==> config.mk <==
export PLATFORM = sky130hd
export DESIGN_NAME = mem_port_arbiter
export DESIGN_NICKNAME = d
export VERILOG_FILES = /design/src/rtl/mem_port_arbiter.sv
export SDC_FILE = /design/constraint.sdc
export NUM_CORES = 1
export LEC_CHECK = 0
export ABC_AREA = 1
export CORE_AREA = 10 10 539 541
export CTS_BUF_LIST = sky130_fd_sc_hd__clkbuf_2 sky130_fd_sc_hd__clkbuf_4 sky130_fd_sc_hd__clkbuf_8
export DETAILED_ROUTE_END_ITERATION = 8
export DIE_AREA = 0 0 549 551
export SETUP_SLACK_MARGIN = 0.02
export SYNTH_ARGS = -nofsm -noshare
export SYNTH_HDL_FRONTEND = slang
export SYNTH_SLANG_ARGS = --single-unit
export TNS_END_PERCENT = 10
==> constraint.sdc <==
create_clock -name clk -period 21.7 [get_ports clk]
set_input_delay 3.255 -clock clk [delete_from_list [all_inputs] [get_ports clk]]
set_output_delay 3.255 -clock clk [all_outputs]
set_load 0.02 [all_outputs]
==> src/rtl/mem_port_arbiter.sv <==
// N-channel arbiter merging cache-side request channels onto one memory port.
// One transaction outstanding at a time, latched at grant and held until mem_resp.
module mem_port_arbiter #(
    parameter int NUM_CH  = 2,
    parameter int ADDR_W  = 32,
    parameter int DATA_W  = 256,
    parameter int RR_MODE = 0,
    localparam int GW     = (NUM_CH > 1) ? $clog2(NUM_CH) : 1
) (
    input  logic                     clk,
    input  logic                     reset,
    input  logic [NUM_CH-1:0]        ch_read,
    input  logic [NUM_CH-1:0]        ch_write,
    input  logic [NUM_CH*ADDR_W-1:0] ch_addr,
    input  logic [NUM_CH*DATA_W-1:0] ch_wdata,
    output logic [DATA_W-1:0]        ch_rdata,
    output logic [NUM_CH-1:0]        ch_resp,
    output logic                     mem_read,
    output logic                     mem_write,
    output logic [ADDR_W-1:0]        mem_addr,
    output logic [DATA_W-1:0]        mem_wdata,
    input  logic [DATA_W-1:0]        mem_rdata,
    input  logic                     mem_resp,
    output logic [GW-1:0]            grant_id,
    output logic                     busy
);

    typedef enum logic [1:0] {
        IDLE  = 2'd0,
        ISSUE = 2'd1,
        RESP  = 2'd2
    } state_t;

    state_t              state_r;
    state_t              state_nxt_s;
    logic [NUM_CH-1:0]   req_s;
    logic                any_req_s;
    logic                found_s;
    logic [GW-1:0]       win_s;
    int                  rr_idx_s;
    logic [GW-1:0]       last_grant_r;
    logic [GW-1:0]       grant_id_r;
    logic                mem_read_r;
    logic                mem_write_r;
    logic [ADDR_W-1:0]   mem_addr_r;
    logic [DATA_W-1:0]   mem_wdata_r;
    logic [DATA_W-1:0]   ch_rdata_r;
    logic [NUM_CH-1:0]   ch_resp_r;
    logic                busy_r;

    // Winner selection: lowest index, or rotating search starting after last grant
    always_comb begin
        req_s     = ch_read | ch_write;
        any_req_s = |req_s;
        found_s   = 1'b0;
        win_s     = '0;
        rr_idx_s  = 0;
        if (RR_MODE != 0) begin
            for (int k = 0; k < NUM_CH; k++) begin
                rr_idx_s = (int'(last_grant_r) + 1 + k) % NUM_CH;
                if (!found_s && req_s[rr_idx_s]) begin
                    found_s = 1'b1;
                    win_s   = GW'(rr_idx_s);
                end else begin
                    found_s = found_s;
                end
            end
        end else begin
            for (int k = 0; k < NUM_CH; k++) begin
                if (!found_s && req_s[k]) begin
                    found_s = 1'b1;
                    win_s   = GW'(k);
                end else begin
                    found_s = found_s;
                end
            end
        end
    end

    // Next-state logic
    always_comb begin
        state_nxt_s = state_r;
        case (state_r)
            IDLE: begin
                if (any_req_s) state_nxt_s = ISSUE;
                else           state_nxt_s = IDLE;
            end
            ISSUE: begin
                if (mem_resp) state_nxt_s = RESP;
                else          state_nxt_s = ISSUE;
            end
            RESP:    state_nxt_s = IDLE;
            default: state_nxt_s = IDLE;
        endcase
    end

    // State register
    always_ff @(posedge clk or posedge reset) begin
        if (reset) state_r <= IDLE;
        else       state_r <= state_nxt_s;
    end

    // Transaction latch, memory strobes and channel-side response registers
    always_ff @(posedge clk or posedge reset) begin
        if (reset) begin
            last_grant_r <= GW'(NUM_CH - 1);
            grant_id_r   <= '0;
            mem_read_r   <= 1'b0;
            mem_write_r  <= 1'b0;
            mem_addr_r   <= '0;
            mem_wdata_r  <= '0;
            ch_rdata_r   <= '0;
            ch_resp_r    <= '0;
            busy_r       <= 1'b0;
        end else begin
            ch_resp_r <= '0;
            busy_r    <= (state_nxt_s != IDLE);
            case (state_r)
                IDLE: begin
                    if (any_req_s) begin
                        // A simultaneous read+write on one channel is a write
                        grant_id_r   <= win_s;
                        last_grant_r <= win_s;
                        mem_write_r  <= ch_write[win_s];
                        mem_read_r   <= ~ch_write[win_s];
                        mem_addr_r   <= ch_addr[int'(win_s)*ADDR_W +: ADDR_W];
                        mem_wdata_r  <= ch_wdata[int'(win_s)*DATA_W +: DATA_W];
                    end
                end
                ISSUE: begin
                    if (mem_resp) begin
                        mem_read_r            <= 1'b0;
                        mem_write_r           <= 1'b0;
                        ch_resp_r[grant_id_r] <= 1'b1;
                        if (!mem_write_r) ch_rdata_r <= mem_rdata;
                    end
                end
                RESP: begin
                    mem_read_r  <= 1'b0;
                    mem_write_r <= 1'b0;
                end
                default: begin
                    mem_read_r  <= 1'b0;
                    mem_write_r <= 1'b0;
                end
            endcase
        end
    end

    assign grant_id  = grant_id_r;
    assign mem_read  = mem_read_r;
    assign mem_write = mem_write_r;
    assign mem_addr  = mem_addr_r;
    assign mem_wdata = mem_wdata_r;
    assign ch_rdata  = ch_rdata_r;
    assign ch_resp   = ch_resp_r;
    assign busy      = busy_r;

endmodule

==> run metrics, run 1 <==
synth unique cells=16; # setup viols final=0; PwrDens=144 nW/um^2; YS warnings=0; Post-Syn Area=25,400 sq um; type of origin of the critical path=primary input; Max Cap Viol=0; M1 WL=79,700 microns; CP endpoint kind=register; Syn Area/Cell=7.64 sq um; Leakage Power=20.9 nW; Wirelength per Cell=24.1 microns; Post-synth top flop=dfrtp_1; cell taking the most area after synthesis=dfrtp_1; Detail Route met2 WL=87,500 microns; core area=279,000 sq um; CTS tree=built; Max VDD drop=0.0758 mV; status=completed; Mapped Nets=4,164; Vias per Instance=3.34; layout cells sized above 1=0.0515; vias in the first global route=28,400; die span in y=551 microns; hold crit path type=register to register; Final Max Tran Viols=0; post-route ant nets=0; EDFF count, synth=0; pin count of the biggest net entering global routing=221; Die Area=302,000 sq um; Sum Neg Setup Slack=0 ns; Final Instance Area=45,500 sq um; CTS resizes=0; initial core utilization=0.0910; Yosys reg bits=552; placed cell area=42,900 sq um; final WL=203,000 microns; Max Fclk=163 MHz; highest metal used=met5; worst-skew pair later-pin latency=0.95 ns; Setup Buffers After CTS=0; setup repair after global routing missed its margin=no; GRT overflow=0; synthesis-to-layout area growth=79.1%; number of CTS-inserted buffers=115; Hold Path Cell Cnt=2; met3 wire len=28,500 microns; Detailed Routing Iterations Pass 1=8; Max-slew headroom=0.172; first-pass GRT wire length=263,000 microns; Post-synth ARST share=1.00; GP Congestion=0.929; initial antenna violation count=96; R2R depth=6; crit share post-route=0.283; top-count cell post-synth=nand2_1; hpwl dp=166,000 microns; Yosys top cell area share=0.544; H-Tree Depth=3; overall fraction of global-route tracks in use=0.126; io pins=1,389; Slew @ Worst Pin=1.24 ns; Clock Path Buffers=4; clk_skew=0.0680 ns; layout net count=5,456; initial drt markers=2,571; Reg clk slew, reported paths=0.06 ns; sequential share of the synthesized area=0.544; worst-path maximum fanout=109; total clock sinks=552; Fin. Hold Viols=0; CP arrival=6.95 ns; root buffer cell=clkbuf_8; commonest cells in the netlist=1,964 x nand2_1, 552 x dfrtp_1, 545 x nand3_1; die width=549 microns; DRC viols=0; Layout Utilization=0.163; row cnt=194; synth top area cells=dfrtp_1 54%, nand2_1 29%, nand3_1 11%; minimum clock period=6.13 ns; Port Buf Inserts=1,388; cell count after synthesis=3,325; Vias=28,200; critical path class=primary input to register; CP required=22.52 ns; hold buffer count at cts=0
## registers in the layout, indices dropped and copies added (netlist names)
register and cells:
mem_write 1, state_r 2, busy 1, mem_read 1
ch_rdata 256, ch_resp 2, mem_addr 32, grant_id 1
mem_wdata 256
## critical path, stage by stage
cell	delay, ns
clkdlybuf4s50_1	0.48
nor2_4	0.12
buf_4	0.48
nand2_1	0.25
nand2_8	0.50
buf_4	0.66
buf_4	0.67
nand2_1	0.12
nand2_1	0.11
## path summary, 6_finish.rpt
check | startpoint | end | slack [ns]
worst min-delay path | ch_rdata[226] | ch_rdata[226] | 0.47
worst min register to register | ch_rdata[226] | ch_rdata[226] | 0.47
worst max-delay path | ch_write[0] | mem_wdata[81] | 15.57
min in group asynchronous | reset | ch_rdata[253] | 2.89
max in group asynchronous | reset | mem_wdata[169] | 16.01
worst max register to register | state_r[1] | ch_rdata[168] | 18.45
## cells in the final DEF, fill, tap and decap left out, types with 4 or more instances in the layout
cell / count
buf_12: 6
buf_4: 23
bufinv_16: 6
clkbuf_4: 31
clkbuf_8: 140
clkdlybuf4s50_1: 1387
clkinv_2: 16
clkinvlp_4: 4
dfrtp_1: 552
diode_2: 19
inv_1: 4
inv_8: 5
nand2_1: 1963
nand3_1: 545
nor2_1: 6
## logic make-up after synthesis
| kind of cell | synth area share |
|---|---|
| buffers and inverters | 0.0545 |
| flip-flops | 0.544 |
| AND/OR/NAND/NOR | 0.401 |
| AO/OA/AOI/OAI | 0.000591 |
## where the power goes
part           internal (W)  switching [W]  leakage, nW
Sequential          0.00152       0.000311         6.87
Clock              0.000708       0.000545         1.33
Combinational       0.00123        0.00225         12.7
## cell type report
type,count,area [sq um]
fillers,31600,233000
repair buffers,1416,14200
flip-flops and latches,552,13800
multi-input cells,2524,10200
well taps,3724,4660
clock buffers,171,2160
clock inverters,31,344
inverters,8,50.0
diodes,19,47.5
## per-stage QoR
stage	setup WS (ns)	std cells	hold WS, ns	total power (W)
6_report	15.57	8445	0.466	0.00656
5_1_grt	15.38	8434	0.480	0.00700
4_1_cts	15.70	8426	0.472	0.00673
3_5_place_dp	14.64	8224	0.457	0.00541
3_3_place_gp	14.71	8224	0.453	0.00540
2_1_floorplan	3.01	3325	0.516	0.00327
## metal layers
layer | vias up | GRT usage
met1 | 13200 | 0.147
met4 | 48 | 0.0375
met5 | - | 0
met2 | 1562 | 0.194
met3 | 325 | 0.0750
li1 | 13000 | -
No activity file was read; power rests on OpenSTA's default activity.
==> inputs of run 2 (changes only) <==
Clock period 21.7 ns to 5.7 ns, I/O delays scaled along.
==> run 2 against run 1 <==
  * Critical path depth decreased by 8
  * Core utilization increased by 0.15 points
  * Die area unchanged
  * Worst setup slack got worse by 13 ns
==> run metrics, run 2 (synthesis gave the netlist of run 1 again) <==
pin count of the biggest net entering global routing=159 (-28%); first-pass GRT wire length=271,000 microns (+2.9%); initial antenna violation count=106 (+10%); CP endpoint kind=output pin; Placed Cells=8,236 (+0.15%); die span in y=551 microns (unchanged); Detailed Routing Iterations Pass 1=7 (-1); CP arrival=2.37 ns (-4.58 ns); CTS tree=built; critical path class=register to output pin; hold crit path type=primary input to async pin; Clock Path Buffers=4 (unchanged); worst-path maximum fanout=2 (-98%); synthesis-to-layout area growth=80.8%; Clk pwr share=0.199 (+0.008); layout net count=5,471 (+0.27%); # setup viols final=0 (unchanged); Die Area=302,000 sq um (unchanged); Worst R2R End=mem_wdata[132]; DRC viols=0 (unchanged); type of origin of the critical path=register; vias in the first global route=28,700 (+1.0%); Final Instance Area=45,900 sq um (+0.91%); Flop pwr share=0.277 (-0.002); fill count=31,500 (-0.070%); GP Congestion=0.934 (+0.55%); core area=279,000 sq um (unchanged); CTS resizes=0 (unchanged); R2R depth=6 (unchanged); die width=549 microns (unchanged); Slowest cell on crit path=clkdlybuf4s50_1; PwrDens=552 nW/um^2 (+280%); Setup crit start=mem_wdata[117]; fin cells=8,468 (+0.27%); worst reg2reg path startpoint=state_r[1]; row cnt=194 (unchanged); CP Buf/Inv Count=1 (-3); Max Cap Viol=0 (unchanged); crit share post-route=0.567; layout cells sized above 1=0.0555 (+0.00401); CP required=4.85 ns (-17.67 ns); Leakage Power=21.1 nW (+0.91%); Net Sw Frac=0.470 (-0.00302); hpwl dp=172,000 microns (+3.6%); H-Tree Depth=3 (unchanged); hold buffer count at cts=0 (unchanged); commonest non-fill, non-tap cell in the layout=nand2_1; clk_skew=0.0600 ns (-0.00800 ns); root buffer cell=clkbuf_8; Wirelength per Cell=24.8 microns (+3.0%); total clock sinks=552 (unchanged); status=completed; CP peak stage delay=1.06 ns (+0.39 ns); crit-path cells=clkdlybuf4s50_1; Max Fclk=310 MHz; Slew @ Worst Pin=1.39 ns (+0.153 ns); minimum clock period=3.23 ns; final WL=210,000 microns (+3.2%); Switch Pwr=0.0119 W (+280%); initial core utilization=0.0910 (unchanged); placed cell area=43,200 sq um (+0.56%); number of CTS-inserted buffers=118 (+2.6%); io pins=1,389 (unchanged); R2R Setup Slk=2.64 ns (-15.81 ns); worst-skew pair later-pin latency=0.95 ns (about the same); Reg clk slew, reported paths=0.06 ns (about the same); Max VDD drop=0.311 mV (+310%); CP delay by family, top=buffers and inverters; Port Buf Inserts=1,388 (unchanged); most frequent cells in the layout=1,963 x nand2_1, 1,388 x clkdlybuf4s50_1, 552 x dfrtp_1; initial drt markers=2,420 (-5.9%); setup repair after global routing missed its margin=no; overall fraction of global-route tracks in use=0.130 (+0.00416); Layout Utilization=0.165 (+0.00149); Int Power=0.0134 W (+290%); Vias=28,500 (+0.97%); Comb power frac=0.524 (-0.006); Setup Buffers After CTS=0 (unchanged); Final Max Tran Viols=0 (unchanged); post-route ant nets=0 (unchanged); Fin. Hold Viols=0 (unchanged); GRT overflow=0 (unchanged); Max-slew headroom=0.0701 (-0.102); Vias per Instance=3.36 (+0.69%)
## run 2: changes by cell type in the layout (fill, tap and decap cells not counted)
cell,before,now
inv_8,5,3
clkbuf_8,140,147
buf_12,6,18
clkbuf_4,31,29
buf_4,23,22
diode_2,19,21
inv_6,0,1
clkinv_2,16,18
clkinvlp_4,4,5
clkdlybuf4s50_1,1387,1388
bufinv_16,6,9
clkinv_4,1,0
## run 2: layer usage
layer	part of all wire	GRT usage
met1	0.39	0.153
met2	0.44	0.205
met3	0.14	0.0757
met4	0.027	0.0303
met5	0.0019	0
## run 2: area by class of cell
| cell class | instances | area (sq um) | share of cell area |
|---|---|---|---|
| clock buffers | 176 | 2240 | 0.0488 |
| diodes | 21 | 52.6 | 0.00114 |
| well taps | 3724 | 4660 | 0.102 |
| flip-flops and latches | 552 | 13800 | 0.301 |
| clock inverters | 35 | 433 | 0.00943 |
| repair buffers | 1428 | 14400 | 0.314 |
| multi-input cells | 2524 | 10200 | 0.223 |
| inverters | 8 | 46.3 | 0.00101 |
## run 2: worst max path at each step
stage | endpoint | slack [ns] | cells after the start
after floorplan | busy | -2.67 | 1
after global placement | mem_wdata[117] | 1.95 | 8
after detailed placement | mem_wdata[158] | 1.91 | 8
after CTS | mem_wdata[144] | 2.26 | 1
after global routing | mem_wdata[154] | 2.29 | 6
final | mem_wdata[117] | 2.47 | 1
## run 2: power groups by stage
stage	registers, W	logic [W]	clock network (W)
final	0.00700	0.0133	0.00505
after global routing	0.00722	0.0143	0.00544
after CTS	0.00700	0.0137	0.00531
after detailed placement	0.00699	0.0136	0
after global placement	0.00698	0.0136	0
after floorplan	0.00903	0.00343	0
## run 2: through the flow
stage	hold WS, ns	TNS (ns)	worst slack [ns]	total power [W]
finish	0.374	0	2.47	0.0253
floorplan	0.516	-1472.09	-2.67	0.0125
CTS	0.223	0	2.26	0.0260
global placement	0.453	0	1.95	0.0206
detailed placement	0.457	0	1.91	0.0206
global route	0.285	0	2.29	0.0270
==> inputs of run 3 (changes only) <==
Settings changed: CORE_AREA 10 10 539 541 to 10 10 536 538, DIE_AREA 0 0 549 551 to 0 0 546 548.
Clock period 5.7 ns to 2.8 ns, I/O delays scaled along.
==> run 3 against run 2 <==
  * Design area rose by 6.4%
  * Clock-buffer cell count rose by 6
  * Worst hold slack got worse by 0.22 ns
  * Power rose by 110%
  * Highest routed layer unchanged
  * Flip-flop and latch count did not move
  * Critical path depth did not move
  * Sequential share of layout area fell by 1.8 points
  * Cell count rose by 3.3%
  * Core utilization rose by 1.2 points
==> run metrics, run 3 (synthesis gave the netlist of run 1 again) <==
core area=276,000 sq um (-1.0%); initial core utilization=0.0920 (+0.000952); Detailed Routing Iterations Pass 1=7 (unchanged); CP arrival=2.23 ns (-0.14 ns); Max Cap Viol=0 (unchanged); CP Buf/Inv Count=1 (unchanged); DRC viols=0 (unchanged); vias in the first global route=30,400 (+5.9%); Net Sw Frac=0.475 (+0.00498); PwrDens=1070 nW/um^2 (+94%); synthesis-to-layout area growth=92.4%; post-route ant nets=0 (unchanged); GRT overflow=0 (unchanged); CP peak stage delay=0.87 ns (-0.19 ns); minimum clock period=2.65 ns; hold crit path type=primary input to register; GP Congestion=0.939 (+0.49%); final WL=220,000 microns (+4.9%); Switch Pwr=0.0248 W (+110%); die width=546 microns (-0.55%); Final Max Tran Viols=0 (unchanged); crit share post-route=0.946; # setup viols final=0 (unchanged); clk_skew=0.111 ns (+0.0514 ns); Die Area=299,000 sq um (-1.1%); overall fraction of global-route tracks in use=0.139 (+0.00894); Leakage Power=22.7 nW (+7.5%); commonest non-fill, non-tap cell in the layout=nand2_1; fill count=31,000 (-1.5%); final total power=0.0522 W (+110%); critical path class=register to output pin; row cnt=193 (-0.52%); Max VDD drop=0.567 mV (+82%); Slowest cell on crit path=clkdlybuf4s50_1; Fin. Hold Viols=0 (unchanged); H-Tree Depth=3 (unchanged); setup repair after global routing missed its margin=no; root buffer cell=clkbuf_8; die span in y=548 microns (-0.54%); io pins=1,389 (unchanged); Clk pwr share=0.188 (-0.011); Vias=29,800 (+4.9%); CTS tree=built; Sum Neg Setup Slack=0 ns (unchanged); Int Power=0.0274 W (+100%); Slew @ Worst Pin=0.785 ns (-0.610 ns); crit-path cells=clkdlybuf4s50_1; first-pass GRT wire length=286,000 microns (+5.7%); initial drt markers=2,512 (+3.8%); pin count of the biggest net entering global routing=141 (-11%); Wirelength per Cell=25.1 microns (+1.5%); status=completed; total clock sinks=552 (unchanged); Reg clk slew, reported paths=0.06 ns (about the same); Comb power frac=0.539 (+0.015); initial antenna violation count=113 (+6.6%); hpwl dp=183,000 microns (+6.4%); Max Fclk=377 MHz; worst-skew pair later-pin latency=0.93 ns (-0.02 ns); Vias per Instance=3.41 (+1.5%); CP endpoint kind=output pin; Flop pwr share=0.273 (-0.004); Port Buf Inserts=1,388 (unchanged); Max-slew headroom=0.477 (+0.407); most frequent cells in the layout=1,963 x nand2_1, 1,314 x clkdlybuf4s50_1, 552 x dfrtp_1; CP required=2.38 ns (-2.47 ns); Layout Utilization=0.177 (+0.0124); layout cells sized above 1=0.0677 (+0.0122); Clock Path Buffers=4 (unchanged); worst-path maximum fanout=2 (unchanged); CP delay by family, top=buffers and inverters; layout net count=5,774 (+5.5%); number of CTS-inserted buffers=117 (-0.85%); type of origin of the critical path=register
[run 3: cell types whose count changed in the layout (fill, tap and decap cells not counted), sizes merged]
cell / change
bufinv: -4
clkdlybuf4s50: -74
dlymetal6s2s: +7
clkinvlp: -1
diode: +2
dlygate4sd2: +51
clkbuf: +6
buf: +83
dlygate4sd3: +237
clkinv: -3
inv: -3
[run 3: layout make-up]
cell class                 instances  area (sq um)  share of cell area
timing repair buffer            1732         17500               0.359
sequential                       552         13800               0.283
multi-input combinational       2524         10200               0.210
tap                             3705          4640              0.0949
clock buffer                     182          2250              0.0462
clock inverter                    24           279             0.00571
antenna                           23          57.6             0.00118
inverter                           8          46.3            0.000948
[run 3: power groups by stage]
stage	Combinational (W)	Clock, W	Sequential [W]
after global routing	0.0304	0.0105	0.0147
after floorplan	0.00697	0	0.0184
after CTS	0.0291	0.0103	0.0142
final	0.0281	0.00981	0.0142
after detailed placement	0.0289	0	0.0142
after global placement	0.0288	0	0.0142
[run 3: final timing paths]
check	cells past startpoint	slack, ns	startpoint	to
worst max-delay path	1	0.15	mem_wdata[143]	mem_wdata[143]
worst min-delay path	5	0.15	ch_wdata[398]	mem_wdata[142]
worst max register to register	5	0.80	state_r[1]	ch_rdata[197]
worst min register to register	2	0.46	ch_rdata[232]	ch_rdata[232]
max in group asynchronous	5	1.38	reset	mem_addr[23]
min in group asynchronous	4	0.64	reset	busy
[run 3: per-stage QoR]
step	worst slack (ns)	instance area, sq um	hold WS (ns)	instances
after CTS	0.0219	48800	0.000199	8727
after global routing	0.0122	48800	0.0388	8739
after floorplan	-5.13	25400	0.516	3325
after global placement	0.200	43900	0.452	8284
final	0.150	48800	0.150	8750
after detailed placement	0.209	43900	0.458	8284
[run 3: metal layers]
metal | global-route usage | up-vias | wire length [microns]
met5 | 0 | - | 416
met4 | 0.0420 | 64 | 7840
met3 | 0.0878 | 315 | 31800
met2 | 0.220 | 1626 | 97200
met1 | 0.154 | 14200 | 82700
li1 | - | 13700 | -
[run 3: repair_timing]
item                       4_1_cts  5_1_grt
pin swaps                        0        0
setup endpoints to repair       51        7
buffers inserted                 0        0
hold endpoints to repair       257        0
cloned                           0        0
hold buffers                   237        0
gates resized for setup         51        7
[run 3: worst min-delay path: cells and delay by family]
| kind | cells | cell delay, ns |
|---|---|---|
| buffers and inverters | 1 | 0.39 |
| AND/OR/NAND/NOR | 4 | 0.23 |
